### config.mk
export PLATFORM = sky130hd
export DESIGN_NAME = counter_8_monitor
export DESIGN_NICKNAME = d
export VERILOG_FILES = /design/src/rtl/counter_8_monitor.sv
export SDC_FILE = /design/constraint.sdc
export NUM_CORES = 1
export LEC_CHECK = 0
export ABC_CLOCK_PERIOD_IN_PS = 4800
export BUFFER_PORTS_ARGS = -buffer_cell sky130_fd_sc_hd__buf_2
export CAP_MARGIN = 20
export CORE_ASPECT_RATIO = 0.9
export CORE_MARGIN = 3
export CORE_UTILIZATION = 53
export DETAILED_ROUTE_END_ITERATION = 8
export PLACE_DENSITY_LB_ADDON = 0.25
export SLEW_MARGIN = 20
export SYNTH_ARGS = -nofsm -noshare
export SYNTH_HDL_FRONTEND = slang
export SYNTH_SLANG_ARGS = --single-unit
### constraint.sdc
create_clock -name clk -period 4.8 [get_ports clk]
set_clock_uncertainty 0.1 [all_clocks]
set_input_delay 0.96 -clock clk [delete_from_list [all_inputs] [get_ports clk]]
set_output_delay 0.96 -clock clk [all_outputs]
set_load 0.03 [all_outputs]
### src/rtl/counter_8_monitor.sv
// Monitors a counter_8 sample stream: flags wraps, jumps and hysteretic threshold
// crossings, and queues one event per sample for a valid/ready consumer.
module counter_8_monitor #(
    parameter int unsigned HYST       = 2,
    parameter int unsigned FIFO_DEPTH = 4
) (
    input  logic       clk,
    input  logic       rst,
    input  logic       in_valid,
    input  logic [7:0] y_in,
    input  logic       up_in,
    input  logic [7:0] threshold,
    output logic       evt_valid,
    input  logic       evt_ready,
    output logic [2:0] evt_code,
    output logic [7:0] evt_value,
    output logic       above,
    output logic [7:0] ovf_count,
    output logic [7:0] unf_count,
    output logic [7:0] drop_count
);

    localparam int unsigned PTR_W = (FIFO_DEPTH > 1) ? $clog2(FIFO_DEPTH) : 1;
    localparam int unsigned CNT_W = PTR_W + 1;
    localparam logic [CNT_W-1:0] FULL_CNT = CNT_W'(FIFO_DEPTH);

    localparam logic [2:0] EVT_NONE  = 3'd0;
    localparam logic [2:0] EVT_OVF   = 3'd1;
    localparam logic [2:0] EVT_UNF   = 3'd2;
    localparam logic [2:0] EVT_JUMP  = 3'd3;
    localparam logic [2:0] EVT_CUP   = 3'd4;
    localparam logic [2:0] EVT_CDOWN = 3'd5;

    typedef enum logic {
        ST_BELOW = 1'b0,
        ST_ABOVE = 1'b1
    } state_e;

    typedef struct packed {
        logic [2:0] code;
        logic [7:0] value;
    } evt_t;

    state_e           state_q, state_d;
    logic [7:0]       prev_q, prev_d;
    logic             primed_q, primed_d;
    logic [7:0]       ovf_q, ovf_d;
    logic [7:0]       unf_q, unf_d;
    logic [7:0]       drop_q, drop_d;
    logic [PTR_W-1:0] wr_q, wr_d;
    logic [PTR_W-1:0] rd_q, rd_d;
    logic [CNT_W-1:0] cnt_q, cnt_d;
    evt_t             mem_q [FIFO_DEPTH];

    logic [7:0] delta;
    logic [8:0] thr_lo;
    logic       thr_lo_ok;
    logic       is_ovf, is_unf, is_jump, cross_up, cross_dn;
    logic       push, pop, push_ok;
    evt_t       new_evt;
    evt_t       head;

    // Sample classification, hysteresis FSM, event selection and queue control
    always_comb begin
        state_d  = state_q;
        prev_d   = prev_q;
        primed_d = primed_q;
        ovf_d    = ovf_q;
        unf_d    = unf_q;
        drop_d   = drop_q;
        wr_d     = wr_q;
        rd_d     = rd_q;
        cnt_d    = cnt_q;
        new_evt  = '0;
        push     = 1'b0;

        delta     = y_in - prev_q;
        thr_lo    = {1'b0, threshold} - 9'(HYST);
        thr_lo_ok = {1'b0, threshold} > 9'(HYST);
        is_ovf    = primed_q && (prev_q == 8'hFF) && (y_in == 8'h00) && up_in;
        is_unf    = primed_q && (prev_q == 8'h00) && (y_in == 8'hFF) && !up_in;
        is_jump   = primed_q && !is_ovf && !is_unf &&
                    (delta != 8'h00) && (delta != 8'h01) && (delta != 8'hFF);
        cross_up  = (state_q == ST_BELOW) && (y_in >= threshold);
        cross_dn  = (state_q == ST_ABOVE) && thr_lo_ok && ({1'b0, y_in} < thr_lo);

        if (in_valid) begin
            prev_d   = y_in;
            primed_d = 1'b1;
            if (is_ovf && ovf_q != 8'hFF) ovf_d = ovf_q + 8'd1;
            if (is_unf && unf_q != 8'hFF) unf_d = unf_q + 8'd1;
            if (cross_up) state_d = ST_ABOVE;
            if (cross_dn) state_d = ST_BELOW;

            new_evt.value = y_in;
            if (is_ovf)        new_evt.code = EVT_OVF;
            else if (is_unf)   new_evt.code = EVT_UNF;
            else if (is_jump)  new_evt.code = EVT_JUMP;
            else if (cross_up) new_evt.code = EVT_CUP;
            else if (cross_dn) new_evt.code = EVT_CDOWN;
            else               new_evt.code = EVT_NONE;
            push = (new_evt.code != EVT_NONE);
        end

        // A full queue still accepts a push when the head leaves in the same cycle
        pop     = (cnt_q != '0) && evt_ready;
        push_ok = push && ((cnt_q != FULL_CNT) || pop);
        if (push && !push_ok && drop_q != 8'hFF) drop_d = drop_q + 8'd1;

        if (push_ok) wr_d = wr_q + PTR_W'(1);
        if (pop)     rd_d = rd_q + PTR_W'(1);
        case ({push_ok, pop})
            2'b10:   cnt_d = cnt_q + CNT_W'(1);
            2'b01:   cnt_d = cnt_q - CNT_W'(1);
            default: cnt_d = cnt_q;
        endcase
    end

    always_ff @(posedge clk) begin
        if (rst) begin
            state_q  <= ST_BELOW;
            prev_q   <= 8'h00;
            primed_q <= 1'b0;
            ovf_q    <= 8'h00;
            unf_q    <= 8'h00;
            drop_q   <= 8'h00;
            wr_q     <= '0;
            rd_q     <= '0;
            cnt_q    <= '0;
        end else begin
            state_q  <= state_d;
            prev_q   <= prev_d;
            primed_q <= primed_d;
            ovf_q    <= ovf_d;
            unf_q    <= unf_d;
            drop_q   <= drop_d;
            wr_q     <= wr_d;
            rd_q     <= rd_d;
            cnt_q    <= cnt_d;
        end
    end

    // Event storage
    always_ff @(posedge clk) begin
        if (rst) begin
            for (int unsigned i = 0; i < FIFO_DEPTH; i++) mem_q[i] <= '0;
        end else if (push_ok) begin
            mem_q[wr_q] <= new_evt;
        end
    end

    assign head       = mem_q[rd_q];
    assign evt_valid  = (cnt_q != '0);
    assign evt_code   = evt_valid ? head.code  : 3'd0;
    assign evt_value  = evt_valid ? head.value : 8'd0;
    assign above      = (state_q == ST_ABOVE);
    assign ovf_count  = ovf_q;
    assign unf_count  = unf_q;
    assign drop_count = drop_q;

endmodule

==> impl_metrics.py, run 1 <==
metrics = {
    "power": {
        "p_total_uw": 1980,
        "power_density_nw_per_um2": 361,
        "p_seq_share_pct": 45.4,
        "max-vdd-ir-drop_mv": 0.204,
        "combPwrFrac_pct": 29.4,
        "p_leak_uw": 0.00229,
        "switching_share_pct": 34.8,
        "p_clk_share_pct": 25.2,
        "p_sw_uw": 692,
        "intPower_uw": 1290,
    },
    "timing": {
        "rsz0062_at_grt": "false",
        "hold_viol": 0,
        "clock.fmax_mhz": 227,
        "drv_slew": 0,
        "holdWs_ns": 0.411,
        "period_needed_ns": 4.40,
        "setup_viol": 0,
        "fin_ws_ns": 0.398,
        "setup_tns_ns": 0,
        "fin_crit_sh_pct": 91.7,
        "worstMarginPinSlew_ns": 0.914,
        "relSlewSlack_pct": 39.0,
    },
    "critical_path": {
        "cp_cell_sequence": "buf_2 > inv_1 > ha_1 > inv_1 > fa_1 > nand3_1 > nand2_1 > a211o_1 > and3_1 > or4_1 > and2_1 > o21ai_0 > nand2_1 > fa_1 > or3_1 > mux2i_1 > mux2_2",
        "critical-path-top-delay-family": "simple AND/OR/NAND/NOR gates",
        "cp-end-kind": "register",
        "cp_slowest_cell": "or4_1",
        "crit_buf_inv": 3,
        "cp-start-kind": "input pin",
        "cp_slowest_stage_delay_ns": 0.43,
        "criticalPathCategory": "in2reg",
        "required_ns": 4.95,
        "worstPathArrival_ns": 4.55,
        "cp_max_fo": 4,
    },
    "clock_network": {
        "cts_buffer_depth": 2,
        "cts_root_buffer": "clkbuf_8",
        "cts_buffers": 9,
        "cts_setup_buffers": 0,
        "holdBufCountCts": 0,
        "clkTransAtPathRegs_ns": 0.09,
        "clock_sinks": 87,
        "cts_tree": "yes",
        "h-tree-depth": 3,
        "ctsResizeCount": 0,
        "clkLatencyLatePin_ns": 0.36,
    },
    "global_routing": {
        "grt_max_degree": 51,
        "antenna_found_initial": 0,
        "overflow": 0,
        "grt_pass1_vias": 3548,
        "grt_usage_pct": 20.6,
        "grt_pass1_wl_mm": 16.5,
    },
    "floorplanning": {
        "start_util_pct": 55.0,
        "coreArea_sq_um": 8690,
        "die_area_sq_um": 10200,
        "rows": 32,
        "die_x_microns": 106,
        "io-pin-count": 58,
        "die_h_microns": 96.0,
    },
    "hold_path": {
        "hold_path_class": "reg2reg",
    },
    "flow_run": {
        "drv_cap": 0,
    },
    "place": {
        "dp_slack_ns": 0.0242,
        "portBuffers": 57,
        "gp_congestion": 0.814,
        "dp_hpwl_mm": 7.56,
    },
    "synth": {
        "async_flop_share_pct": 0,
        "syn-instance-count": 475,
        "synth_fp_nets": 524,
        "synth_edf_count": 44,
        "synth-seq-cells": 87,
        "postSynthAreaPerCell_sq_um": 10.1,
        "seq_area_frac_synth_pct": 45.7,
        "ys_warn_count": 0,
        "ys.flop_type": "edfxtp_1",
        "synthDistinctLibCells": 56,
        "syn_area_sq_um": 4770,
    },
    "layout": {
        "drive_above_1_share_pct": 20.6,
        "diodes": 0,
        "final_cell_mix": "92 x nor2_1, 57 x buf_2, 44 x edfxtp_1",
        "seq_area_sq_um": 2180,
        "fillers": 729,
        "fin_nets": 597,
        "area_growth_pct": 15.3,
        "post-route-util_pct": 63.3,
        "multiInputGateArea_sq_um": 2420,
        "layout_commonest_cell": "nor2_1",
    },
    "detailed_routing": {
        "drc_errors": 0,
        "avgRoutedWirePerCell_microns": 15.3,
        "via_per_inst": 5.42,
        "drt_iter0_markers": 186,
        "wirelength_mm": 10.3,
        "vias": 3641,
        "ant_nets": 0,
        "dr.pass1.iters": 4,
    },
    "status": {
        "status": "finished clean",
    },
}
## sequential cells by signal, indices dropped and copies added, names as in the netlist, named ones only
| signal | count |
|---|---|
| rd_q | 2 |
| cnt_q | 3 |
| prev_q | 8 |
| mem_q | 44 |
| ovf_count | 8 |
| above | 1 |
| unf_count | 8 |
| wr_q | 2 |
| primed_q | 1 |
| drop_count | 8 |
## worst register-to-register path, cell delays in order (launching register included)
cell	delay [ns]
dfxtp_1	0.38
ha_1	0.18
inv_1	0.05
fa_1	0.40
nand3_1	0.09
nand2_1	0.10
a211o_1	0.30
and3_1	0.15
or4_1	0.43
and2_1	0.17
o21ai_0	0.24
nand2_1	0.10
fa_1	0.38
or3_1	0.37
mux2i_1	0.14
mux2_2	0.34
## per-layer routing
metal | global-route usage [%] | vias to the layer above | part of all wire (%)
li1 | - | 1829 | -
met1 | 25.5 | 1730 | 45
met2 | 37.2 | 70 | 50
met3 | 4.02 | 12 | 3.7
met4 | 5.93 | 0 | 1.1
met5 | 0 | - | 0
## synth_stat cells, drive strengths merged (10+ instances only)
master | count | area (sq um)
and2 | 17 | 106
nand2 | 21 | 78.8
dfxtp | 43 | 861
nor2 | 92 | 345
xnor2 | 22 | 193
ha | 26 | 325
mux4 | 11 | 248
edfxtp | 44 | 1320
mux2i | 11 | 110
nand3 | 16 | 80.1
clkbuf | 10 | 37.5
inv | 27 | 101
xor2 | 10 | 87.6
o21ai | 14 | 70.1
a21oi | 13 | 68.8
## stage by stage
step	cell area, sq um	instances
final	5500	672
after floorplan	4770	475
after global routing	5500	672
after global placement	5310	656
after detailed placement	5310	656
after CTS	5500	672
## cells by family after synthesis
logic type	synth area share, %
mux	7.97
fa+ha+maj	7.65
flops	45.7
buf+inv	3.51
compound gates	6.74
xor+xnor	5.87
simple gates	22.6
## layout make-up
cell class	count	area share, %
well taps	119	2.71
inverters	27	1.84
flip-flops and latches	87	39.6
clock buffers	9	2.25
multi-input cells	346	44.1
repair buffers	77	8.14
clock inverters	7	1.36
## path summary, 6_finish.rpt
check,start,slack [ns],cells past startpoint,end
worst max-delay path,y_in[0],0.40,17,cnt_q[2]$_SDFFE_PP0P_
worst min register to register,prev_q[6]$_SDFFE_PP0P_,0.41,2,prev_q[6]$_SDFFE_PP0P_
worst max register to register,prev_q[0]$_SDFFE_PP0P_,0.78,15,cnt_q[2]$_SDFFE_PP0P_
worst min-delay path,prev_q[6]$_SDFFE_PP0P_,0.41,2,prev_q[6]$_SDFFE_PP0P_
## power groups by stage
stage	Combinational, uW	Sequential (uW)	Clock (uW)
6_report	584	901	500
4_1_cts	586	904	510
5_1_grt	640	910	541
2_1_floorplan	458	879	0
3_5_place_dp	583	920	0
3_3_place_gp	568	912	0
(Power assumes the default switching activity.)
==> run 2: changes to the inputs <==
==> constraint.sdc (replaced) <==
create_clock -name clk -period 4.8 [get_ports clk]
set_clock_uncertainty 0.1 [all_clocks]
set_input_delay 0.72 -clock clk [delete_from_list [all_inputs] [get_ports clk]]
set_output_delay 0.72 -clock clk [all_outputs]
set_load 0.03 [all_outputs]
==> run 2 against run 1 <==
Highest routed layer unchanged. Final area down 1.8%. Register-to-register slack worse by 0.10 ns. Utilization decreased by 1.1 points. Clock-buffer cell count grew 3. Hold slack got worse by 0.016 ns. Sequential power hardly changed. Largest cell class unchanged. Clock power fell by 4.8%.
==> impl_metrics.py, run 2 (synthesis gave the netlist of run 1 again) <==
metrics = {
    "clock_network": {
        "clkTransAtPathRegs_ns": 0.08,
        "h-tree-depth": 3,
        "cts_root_buffer": "clkbuf_8",
        "cts_buffer_depth": 2,
        "cts_setup_buffers": 0,
        "holdBufCountCts": 0,
        "clock_sinks": 87,
        "clkLatencyLatePin_ns": 0.36,
        "cts_tree": "yes",
        "ctsResizeCount": 0,
        "cts_buffers": 9,
    },
    "floorplanning": {
        "io-pin-count": 58,
        "rows": 32,
        "die_h_microns": 96.0,
        "die_x_microns": 106,
        "coreArea_sq_um": 8690,
        "die_area_sq_um": 10200,
        "start_util_pct": 55.0,
    },
    "place": {
        "gp_congestion": 0.832,
        "dp_hpwl_mm": 7.13,
        "portBuffers": 57,
        "place_inst": 646,
    },
    "hold_path": {
        "hp-start": "primed_q$_SDFFE_PP0P_",
        "hold_path_class": "reg2reg",
        "min_to": "primed_q$_SDFFE_PP0P_",
        "hold_depth": 2,
    },
    "critical_path": {
        "cp-end-kind": "register",
        "required_ns": 4.94,
        "cp_cell_sequence": "buf_2 > inv_1 > ha_1 > inv_1 > fa_1 > nand3_1 > nand2_1 > a211o_1 > and3_1 > or4_1 > and2_1 > o21ai_0 > nand2_1 > fa_1 > or3_1 > mux2i_1 > mux2_2",
        "r2r_cells": 15,
        "worstPathArrival_ns": 4.41,
        "r2r_slack_ns": 0.68,
        "cp_slowest_stage_delay_ns": 0.46,
        "rr_startpoint": "prev_q[0]$_SDFFE_PP0P_",
        "cp_slowest_cell": "or4_1",
        "cp-start-kind": "input pin",
        "cp_max_fo": 5,
        "criticalPathCategory": "in2reg",
        "r2r_end": "cnt_q[2]$_SDFFE_PP0P_",
    },
    "layout": {
        "drive_above_1_share_pct": 19.0,
        "fin_nets": 587,
        "layout_commonest_cell": "nor2_1",
        "diodes": 0,
        "area_growth_pct": 13.3,
        "largest_register_ffs": 44,
        "regMostFlops": "mem_q",
        "final_cell_mix": "92 x nor2_1, 57 x buf_2, 44 x edfxtp_1",
        "instances_no_fill": 662,
    },
    "detailed_routing": {
        "dr.pass1.iters": 4,
        "drc_errors": 0,
        "wirelength_mm": 9.88,
        "avgRoutedWirePerCell_microns": 14.9,
        "vias": 3602,
        "drt_iter0_markers": 180,
        "ant_nets": 0,
        "via_per_inst": 5.44,
    },
    "global_routing": {
        "antenna_found_initial": 0,
        "grt_usage_pct": 20.4,
        "overflow": 0,
        "grt_pass1_vias": 3528,
        "grt_max_degree": 51,
        "grt_pass1_wl_mm": 16.3,
    },
    "power": {
        "max-vdd-ir-drop_mv": 0.186,
        "power_density_nw_per_um2": 360,
        "p_leak_uw": 0.00223,
    },
    "timing": {
        "worstMarginPinSlew_ns": 0.863,
        "hold_viol": 0,
        "relSlewSlack_pct": 42.5,
        "period_needed_ns": 4.27,
        "fin_crit_sh_pct": 88.9,
        "setup_tns_ns": 0,
        "rsz0062_at_grt": "false",
        "clock.fmax_mhz": 234,
        "setup_viol": 0,
        "drv_slew": 0,
    },
    "flow_run": {
        "drv_cap": 0,
    },
    "status": {
        "status": "finished clean",
    },
}
-- run 2: cell count changes in the layout (fill, tap and decap cells not counted), sizes merged --
cell    change
inv         -2
clkbuf      +3
clkinv      -1
buf        -10
-- run 2: cell type report --
| cell class | instances | area (sq um) |
|---|---|---|
| clock inverters | 4 | 28.8 |
| fillers | 765 | 3280 |
| well taps | 119 | 149 |
| inverters | 27 | 101 |
| multi-input cells | 346 | 2430 |
| repair buffers | 67 | 360 |
| clock buffers | 12 | 155 |
| flip-flops and latches | 87 | 2180 |
-- run 2: where the power goes --
part	switching (uW)	total (uW)	internal, uW
Clock	258	476	218
Combinational	330	571	241
Sequential	62.7	901	838
Total	651	1950	1300
-- run 2: stage by stage --
stage | hold slack (ns) | utilization, % | setup WS, ns | instance area, sq um | total power, uW
6_report | 0.395 | 62.2 | 0.534 | 5410 | 1950
5_1_grt | 0.419 | 62.2 | 0.215 | 5410 | 2060
2_1_floorplan | 0.348 | - | 0.370 | 4770 | 1340
3_3_place_gp | 0.372 | 60.1 | 0.261 | 5220 | 1470
4_1_cts | 0.399 | 62.2 | 0.554 | 5400 | 1960
3_5_place_dp | 0.380 | 60.1 | 0.173 | 5220 | 1490
-- run 2: critical path, delay by kind of cell --
kind	cells	cell delay (ns)
and+or+nand+nor	7	1.48
adders and majority gates	3	0.95
muxes	2	0.49
buffers and inverters	3	0.23
AOI/OAI and AO/OA	2	0.55
-- run 2: per-layer routing --
metal / GRT usage, % / vias to the layer above / routed length, microns
met2: 36.4 / 64 / 4920
met4: 6.15 / 0 / 103
met5: 0 / - / 0
met1: 25.5 / 1713 / 4440
li1: - / 1816 / -
met3: 3.82 / 9 / 416
-- run 2: worst max-delay path by stage --
stage                     startpoint                    end  slack (ns)  cells after the start
after global routing         y_in[0]  cnt_q[2]$_SDFFE_PP0P_        0.22                     17
final                        y_in[0]  cnt_q[2]$_SDFFE_PP0P_        0.53                     17
after global placement       y_in[0]  cnt_q[2]$_SDFFE_PP0P_        0.26                     17
after CTS                    y_in[0]  cnt_q[2]$_SDFFE_PP0P_        0.55                     17
after detailed placement     y_in[0]  cnt_q[2]$_SDFFE_PP0P_        0.17                     17
after floorplan              y_in[0]  cnt_q[2]$_SDFFE_PP0P_        0.37                     16
